`config.mk`:
```
export PLATFORM = sky130hd
export DESIGN_NAME = dmem_arbiter
export DESIGN_NICKNAME = d
export VERILOG_FILES = /design/src/rtl/dmem_arbiter_pkg.sv /design/src/rtl/dmem_arbiter_rd_tag_pipe.sv /design/src/rtl/dmem_arbiter.sv
export SDC_FILE = /design/constraint.sdc
export NUM_CORES = 1
export LEC_CHECK = 0
export ABC_AREA = 1
export CAP_MARGIN = 20
export CORE_MARGIN = 5
export CORE_UTILIZATION = 35
export DETAILED_ROUTE_END_ITERATION = 8
export MAX_ROUTING_LAYER = met4
export PLACE_DENSITY_LB_ADDON = 0.05
export SKIP_LAST_GASP = 1
export SYNTH_ARGS = -nofsm -noshare
export SYNTH_HDL_FRONTEND = slang
export SYNTH_SLANG_ARGS = --single-unit
```
`constraint.sdc`:
```
create_clock -name clk -period 5.5 [get_ports clk]
set_clock_uncertainty 0.2 [all_clocks]
set_input_delay 0.825 -clock clk [delete_from_list [all_inputs] [get_ports clk]]
set_output_delay 0.825 -clock clk [all_outputs]
set_load 0.01 [all_outputs]
```
`src/rtl/dmem_arbiter_pkg.sv`:
```
// Shared types and width constants for the data-memory arbiter.
// Latency: n/a (package only).
// Backpressure: n/a (package only).

`ifndef DMARB_DEFINES_SV
`define DMARB_DEFINES_SV
`ifndef DATAWIDTH
`define DATAWIDTH 32
`endif
`ifndef DM_ADDR_WIDTH
`define DM_ADDR_WIDTH 10
`endif
`ifndef DMARB_TAG_W
`define DMARB_TAG_W 2
`endif
`endif

package dmem_arbiter_pkg;

    localparam int DMARB_DATA_W = `DATAWIDTH;
    localparam int DMARB_ADDR_W = `DM_ADDR_WIDTH;
    localparam int DMARB_TAG_W  = `DMARB_TAG_W;

    // Requester id carried with each in-flight read; the tag is {valid, port}
    typedef enum logic [DMARB_TAG_W-2:0] {
        PORT0 = 1'b0,
        PORT1 = 1'b1
    } port_e;

    typedef struct packed {
        logic  vld;
        port_e port;
    } rd_tag_t;

    // Port-1 starvation counter: clears when port 1 is served or idle,
    // otherwise counts denied cycles and sticks at the forcing threshold.
    function automatic logic [3:0] wait_next(input logic [3:0] cnt,
                                             input logic       req,
                                             input logic       gnt,
                                             input logic [3:0] max_wait);
        if (!req || gnt) begin
            return 4'd0;
        end
        if (cnt >= max_wait) begin
            return max_wait;
        end
        return cnt + 4'd1;
    endfunction

endpackage

```
`src/rtl/dmem_arbiter_rd_tag_pipe.sv`:
```
// Read-tag delay line: carries {valid, port} alongside the memory read.
// Latency: DEPTH cycles from tag_i to tag_o.
// Backpressure: none; shifts every cycle, cleared asynchronously by reset.

module dmarb_rd_tag_pipe
    import dmem_arbiter_pkg::*;
#(
    parameter int DEPTH = 2
) (
    input  logic    clk,
    input  logic    rst,
    input  rd_tag_t tag_i,
    output rd_tag_t tag_o
);

    rd_tag_t stage_q [DEPTH];

    // Shift tags one stage per cycle; reset drops every in-flight read
    always_ff @(posedge clk or posedge rst) begin
        if (rst) begin
            for (int i = 0; i < DEPTH; i++) begin
                stage_q[i] <= '0;
            end
        end else begin
            stage_q[0] <= tag_i;
            for (int i = 1; i < DEPTH; i++) begin
                stage_q[i] <= stage_q[i-1];
            end
        end
    end

    assign tag_o = stage_q[DEPTH-1];

endmodule

```
`src/rtl/dmem_arbiter.sv`:
```
// Two-port arbiter onto a single-port data memory, port 0 fixed priority.
// Latency: grant T -> mem command T+1 -> read data valid T+2+RD_LAT.
// Backpressure: combinational gnt; port 1 forced through after MAX_WAIT denials.

module dmem_arbiter
    import dmem_arbiter_pkg::*;
#(
    parameter int DATA_W   = DMARB_DATA_W,
    parameter int ADDR_W   = DMARB_ADDR_W,
    parameter int RD_LAT   = 1,
    parameter int MAX_WAIT = 4
) (
    input  logic              clk,
    input  logic              rst,
    input  logic              p0_req_i,
    input  logic              p0_we_i,
    input  logic [ADDR_W-1:0] p0_addr_i,
    input  logic [DATA_W-1:0] p0_wdata_i,
    output logic              p0_gnt_o,
    output logic              p0_rvalid_o,
    output logic [DATA_W-1:0] p0_rdata_o,
    input  logic              p1_req_i,
    input  logic              p1_we_i,
    input  logic [ADDR_W-1:0] p1_addr_i,
    input  logic [DATA_W-1:0] p1_wdata_i,
    output logic              p1_gnt_o,
    output logic              p1_rvalid_o,
    output logic [DATA_W-1:0] p1_rdata_o,
    output logic              mem_en_o,
    output logic              mem_we_o,
    output logic [ADDR_W-1:0] mem_addr_o,
    output logic [DATA_W-1:0] mem_wdata_o,
    input  logic [DATA_W-1:0] mem_rdata_i
);

    localparam logic [3:0] MAX_WAIT_C = 4'(MAX_WAIT);

    logic [3:0]        wait_cnt_q, wait_cnt_d;
    logic              force1, gnt0, gnt1, acc_vld, acc_we;
    logic [ADDR_W-1:0] acc_addr;
    logic [DATA_W-1:0] acc_wdata;
    logic              mem_en_q, mem_we_q;
    logic [ADDR_W-1:0] mem_addr_q;
    logic [DATA_W-1:0] mem_wdata_q;
    logic              p0_rvalid_q, p1_rvalid_q;
    logic [DATA_W-1:0] p0_rdata_q, p1_rdata_q;
    rd_tag_t           tag_in, tag_out;

    // Grants are masked during reset so every output reads zero while rst is high
    assign force1   = (wait_cnt_q == MAX_WAIT_C);
    assign gnt1     = ~rst & p1_req_i & (~p0_req_i | force1);
    assign gnt0     = ~rst & p0_req_i & ~gnt1;
    assign acc_vld  = gnt0 | gnt1;
    assign acc_we   = gnt1 ? p1_we_i    : p0_we_i;
    assign acc_addr = gnt1 ? p1_addr_i  : p0_addr_i;
    assign acc_wdata= gnt1 ? p1_wdata_i : p0_wdata_i;
    assign wait_cnt_d = wait_next(wait_cnt_q, p1_req_i, gnt1, MAX_WAIT_C);

    // Count port-1 denied cycles to bound its wait behind port 0
    always_ff @(posedge clk or posedge rst) begin
        if (rst) begin
            wait_cnt_q <= 4'd0;
        end else begin
            wait_cnt_q <= wait_cnt_d;
        end
    end

    // Register the accepted command; address/data hold when idle to avoid toggling
    always_ff @(posedge clk or posedge rst) begin
        if (rst) begin
            mem_en_q    <= 1'b0;
            mem_we_q    <= 1'b0;
            mem_addr_q  <= '0;
            mem_wdata_q <= '0;
        end else begin
            mem_en_q <= acc_vld;
            mem_we_q <= acc_vld & acc_we;
            if (acc_vld) begin
                mem_addr_q  <= acc_addr;
                mem_wdata_q <= acc_wdata;
            end
        end
    end

    // Tag follows the read through the command register and the memory latency
    assign tag_in = '{vld: acc_vld & ~acc_we, port: (gnt1 ? PORT1 : PORT0)};

    dmarb_rd_tag_pipe #(
        .DEPTH (RD_LAT + 1)
    ) u_tag_pipe (
        .clk   (clk),
        .rst   (rst),
        .tag_i (tag_in),
        .tag_o (tag_out)
    );

    // Steer returning read data to the issuing port; the other port keeps its data
    always_ff @(posedge clk or posedge rst) begin
        if (rst) begin
            p0_rvalid_q <= 1'b0;
            p1_rvalid_q <= 1'b0;
            p0_rdata_q  <= '0;
            p1_rdata_q  <= '0;
        end else begin
            p0_rvalid_q <= tag_out.vld && (tag_out.port == PORT0);
            p1_rvalid_q <= tag_out.vld && (tag_out.port == PORT1);
            if (tag_out.vld && (tag_out.port == PORT0)) begin
                p0_rdata_q <= mem_rdata_i;
            end
            if (tag_out.vld && (tag_out.port == PORT1)) begin
                p1_rdata_q <= mem_rdata_i;
            end
        end
    end

    assign p0_gnt_o    = gnt0;
    assign p1_gnt_o    = gnt1;
    assign mem_en_o    = mem_en_q;
    assign mem_we_o    = mem_we_q;
    assign mem_addr_o  = mem_addr_q;
    assign mem_wdata_o = mem_wdata_q;
    assign p0_rvalid_o = p0_rvalid_q;
    assign p1_rvalid_o = p1_rvalid_q;
    assign p0_rdata_o  = p0_rdata_q;
    assign p1_rdata_o  = p1_rdata_q;

endmodule

```
Yosys cells after proc, flatten, opt, wreduce, memory -nomap -nowiden
Index checks and enable logic that the tools add are counted.
{"block": "classes", "addsub": 1, "n_lt_le_gt_ge": 1, "eq_ne": 1, "muxes": 11, "bitwise": 13, "n_reduce_logical": 4}
{"op": "two-way mux 32 bit", "n": 1}
{"op": "two-way mux 4 bit", "n": 4}
{"op": "two-way mux 10 bit", "n": 1}
{"op": "AND 1 bit", "n": 6}
{"op": "two-way mux 1 bit", "n": 5}
{"op": "inverter 1 bit", "n": 5}
{"op": "adder 4 x 1 -> 4 bit (second input constant)", "n": 1}
{"op": "equality test 4 x 3 -> 1 bit (second input constant)", "n": 1}
{"op": ">= comparator 4 x 3 -> 1 bit (second input constant)", "n": 1}
{"op": "logical AND 1 bit", "n": 2}
{"op": "bitwise OR 1 bit", "n": 2}
{"op": "logical NOT 1 bit", "n": 1}
{"op": "logical OR 1 bit", "n": 1}
{"block": "word_totals", "ff_bits": 118, "inputBits": 122, "output_inout_bits": 112, "elab_cells": 44}

Logic depth before layout (Yosys ltp)
{"block": "logic_depth", "word_depth": 8, "mapped_depth": 9, "depth_no_buf": 8}

Modules after synthesis
A second synthesis with hierarchy kept.
{"block": "hier_totals", "cells_unflattened": 643, "hier_area_um2": 5241.3}
{"mod": "dmem_arbiter", "n_inst": 1, "cells_per_inst": 636, "area_each_um2": 5122.4, "seq_area_each_um2": 2852.7}
{"mod": "dmarb_rd_tag_pipe", "n_inst": 1, "cells_per_inst": 7, "area_each_um2": 118.9, "seq_area_each_um2": 100.1}

Worst setup path before layout
OpenSTA, ideal clock, no wires.
{"block": "synth_timing", "kind": "input -> output", "startpoint": "input rst", "endpoint": "output p0_gnt_o", "arrival_time_ns": 2.923, "required_ns": 4.475, "setup_slack_ns": 1.552, "path_stages": 7, "path_buffers": 1, "path_cell_list": "inv_2 > nand2_4 > inv_4 > nand2_4 > buf_6 > inv_1 > nor2_1"}
{"block": "synth_between", "elab_chain_cells": 5, "elab_cells_between_ends": 6, "cone_classes": "bitwise: 6"}
{"item": "start: declaration", "line_no": "dmem_arbiter.sv:14", "text": "input logic rst,"}
{"item": "inverter 1 bit", "line_no": "dmem_arbiter.sv:51", "text": "assign gnt1 = ~rst & p1_req_i & (~p0_req_i | force1);"}
{"item": "AND 1 bit (2 in a row)", "line_no": "dmem_arbiter.sv:51"}
{"item": "net p1_gnt_o", "line_no": "dmem_arbiter.sv:26", "text": "output logic p1_gnt_o,"}
{"item": "inverter 1 bit", "line_no": "dmem_arbiter.sv:52", "text": "assign gnt0 = ~rst & p0_req_i & ~gnt1;"}
{"item": "AND 1 bit", "line_no": "dmem_arbiter.sv:52"}
{"item": "end: declaration", "line_no": "dmem_arbiter.sv:19", "text": "output logic p0_gnt_o,"}
The timed path passes the listed nets, and every way through them passes these cells.

Worst setup path after layout
{"block": "layout_timing", "startpoint": "input p0_req_i", "endpoint": "output p0_gnt_o"}
{"block": "layout_between", "elab_chain_cells": 5, "elab_cells_between_ends": 6, "cone_classes": "bitwise: 6"}
{"item": "start: declaration", "line_no": "dmem_arbiter.sv:15", "text": "input logic p0_req_i,"}
{"item": "inverter 1 bit", "line_no": "dmem_arbiter.sv:51"}
{"item": "bitwise OR 1 bit", "line_no": "dmem_arbiter.sv:51"}
{"item": "AND 1 bit", "line_no": "dmem_arbiter.sv:51"}
{"item": "inverter 1 bit", "line_no": "dmem_arbiter.sv:52"}
{"item": "AND 1 bit (*)", "line_no": "dmem_arbiter.sv:52"}
Mark *: on every way between the ends. The rest lies on a longest branch, timed or not.

==> metrics.csv <==
stage;metric;value;unit
route;ant_nets;0;
worst_setup_path;r2r_cells;7;
timing;setup_viol;0;
place;io_buffers;233;
synth;synth_nets;764;
route;vias_per_cell;4.47;
layout;mostFrequentLayoutCells;clkdlybuf4s50_1 (233), nand2_1 (194), inv_1 (123), dfrtp_1 (118), nand3_1 (85);
route;first_iter_violations;192;
die;fp.dieW;132;um
layout;fin_area;8290;um2
route;route.detailed.drc;0;
synth;ys_seq_area_share;56.5;%
global_route;grt_max_degree;66;
hold_path;min_path_type;reg2reg;
worst_setup_path;cp_max_fo;45;
pwr;power-per-cell-area;375;nW/um2
die;floorplan.initialDensity;35.8;%
timing;hold_viol;0;
worst_setup_path;criticalPathCategory;in2out;
layout;antennaDiodeCount;0;
worst_setup_path;rr_startpoint;wait_cnt_q[0];
layout;drive_gt1_share;5.26;%
worst_setup_path;critical_path_required;4.47;ns
worst_setup_path;worstSetupStartpointType;input pin;
timing;finalMaxSlewViolations;0;
pwr;peakVddDrop;0.275;mV
timing;relSlewSlack;37.2;%
layout;syn_to_final_growth;58.7;%
cts;cts.clk_slew.worst_paths;0.05;ns
global_route;grt_pass1_wl;24600;um
cts;cts-htree-levels;4;
timing;max_freq;250;MHz
die;die-height;132;um
run;cap_viol_max_count;0;
worst_setup_path;crit_end;p0_gnt_o;
timing;tns;0;ns
die;fp.coreArea;14600;um2
cts;cts_tree;yes;
status;outcome;complete, no violations;
layout;final_common_cell;clkdlybuf4s50_1;
worst_setup_path;critPathLaunch;p0_req_i;
global_route;grt_pass1_vias;4941;
layout;postLayoutCoreUtil;56.8;%
synth;yosys_warnings;0;
cts;clk_latency;0.40;ns
route;wl_per_cell;14.3;um
timing;period_share;72.8;%
global_route;grt_antenna_before_repair;0;
worst_setup_path;r2r-end;mem_we_o;
cts;cts_buffers;17;
timing;min_period;4.01;ns
synth;synthCells;640;
timing;rsz0062_at_grt;no;
route;vias;4729;
cts;cts-root-buf;clkbuf_16;
global_route;grt_overflow;0;
die;io_pins;234;
pwr;p_leak;4.24;nW
synth;synth_seq_cells;118;
cts;cts.sinks;118;
cts;postCtsSetupBuffers;0;
die;row_count;44;
layout;layout.nets;986;
die;die_area;17500;um2
timing;worstMarginPinSlew;0.940;ns
place;place_congestion;0.825;
global_route;grt_use_total;17.8;%
route;drt_wl_total;15100;um
cts;cts.path.max_buffers;2;
place;hpwl;10900;um
worst_setup_path;critPathArrivalTime;2.98;ns
synth;ys_types;20;
worst_setup_path;critPathCaptureType;primary output;
worst_setup_path;r2r_slack;3.40;ns
synth;synth_area;5220;um2
cts;cts_resized;0;
place;placed_cell_area;7620;um2
route;dr.pass1.iters;4;
synth;synth.avg_cell_area;8.16;um2
cts;cts_hold_buf;0;
## area by class of cell
class | instances | area, um2
inverters | 127 | 482
multi-input cells | 362 | 1610
well taps | 184 | 230
clock inverters | 6 | 110
clock buffers | 26 | 539
repair buffers | 236 | 2370
flip-flops and latches | 118 | 2950
fillers | 1309 | 6300
## how the worst min path moves through the flow
| stage | startpoint | depth (start not counted) | endpoint | slack [ns] |
|---|---|---|---|---|
| floorplan | u_tag_pipe.stage_q[2] | 0 | u_tag_pipe.tag_o[0] | 0.13 |
| detailed placement | u_tag_pipe.stage_q[3] | 0 | u_tag_pipe.tag_o[1] | 0.15 |
| finish | u_tag_pipe.stage_q[3] | 0 | u_tag_pipe.tag_o[1] | 0.16 |
| global route | u_tag_pipe.stage_q[3] | 0 | u_tag_pipe.tag_o[1] | 0.17 |
| CTS | u_tag_pipe.stage_q[3] | 0 | u_tag_pipe.tag_o[1] | 0.16 |
| global placement | u_tag_pipe.stage_q[3] | 0 | u_tag_pipe.tag_o[1] | 0.14 |
## worst max-delay path, cell delays in order
cell and delay, ns:
clkdlybuf4s50_1 0.56, nand2_4 0.30, nand2_4 0.48, inv_1 0.14, nor2_1 0.11, clkdlybuf4s50_1 0.55
## metrics by stage
step	setup WS [ns]	power (mW)	std cells	hold WS [ns]
after floorplan	1.55	1.44	640	0.131
after global placement	1.50	1.94	1026	0.137
after global routing	1.30	3.26	1059	0.168
after detailed placement	1.50	1.95	1026	0.146
final	1.49	3.10	1059	0.162
after CTS	1.48	3.15	1058	0.163
## synthesized netlist by cell type (all sizes together)
cell type / n / area (um2)
nor2: 7 / 28.8
conb: 1 / 3.75
o21ai: 64 / 320
ha: 2 / 25.0
inv: 127 / 479
nand3: 86 / 435
nor3: 1 / 5.00
clkbuf: 5 / 18.8
dfrtp: 118 / 2950
nand2: 200 / 783
a21oi: 1 / 5.00
buf: 28 / 165
## state kept, by name, summed over array words and instances (netlist names)
signal	flops
p0_rdata_o	32
mem_wdata_o	32
p1_rvalid_o	1
mem_en_o	1
mem_addr_o	10
u_tag_pipe.stage_q	2
p0_rvalid_o	1
wait_cnt_q	4
p1_rdata_o	32
mem_we_o	1
u_tag_pipe.tag_o	2
## kinds of logic after synthesis
logic type	count (synthesis)	share of synthesized area, %
adder cells (fa/ha/maj)	2	0.479
buffers and inverters	160	12.7
AND/OR/NAND/NOR	294	24.0
other	1	0.0718
AO/OA/AOI/OAI	65	6.23
flip-flops	118	56.5
## power breakdown
part | leakage, nW | switching, mW | total [mW] | internal [mW]
Sequential | 1.44 | 0.0944 | 1.14 | 1.04
Combinational | 2.49 | 0.346 | 0.788 | 0.443
Clock | 0.315 | 0.372 | 1.18 | 0.809
Total | 4.24 | 0.812 | 3.10 | 2.29
## per-layer routing
| metal | vias to the layer above | share of wire [%] | global-route usage, % |
|---|---|---|---|
| met3 | 14 | 7.7 | 5.53 |
| met5 | - | 0 | - |
| met2 | 168 | 47 | 27.7 |
| met4 | 0 | 1.2 | 6.17 |
| li1 | 2385 | - | - |
| met1 | 2162 | 44 | 22.1 |
Power figures use the tool's default switching activity.
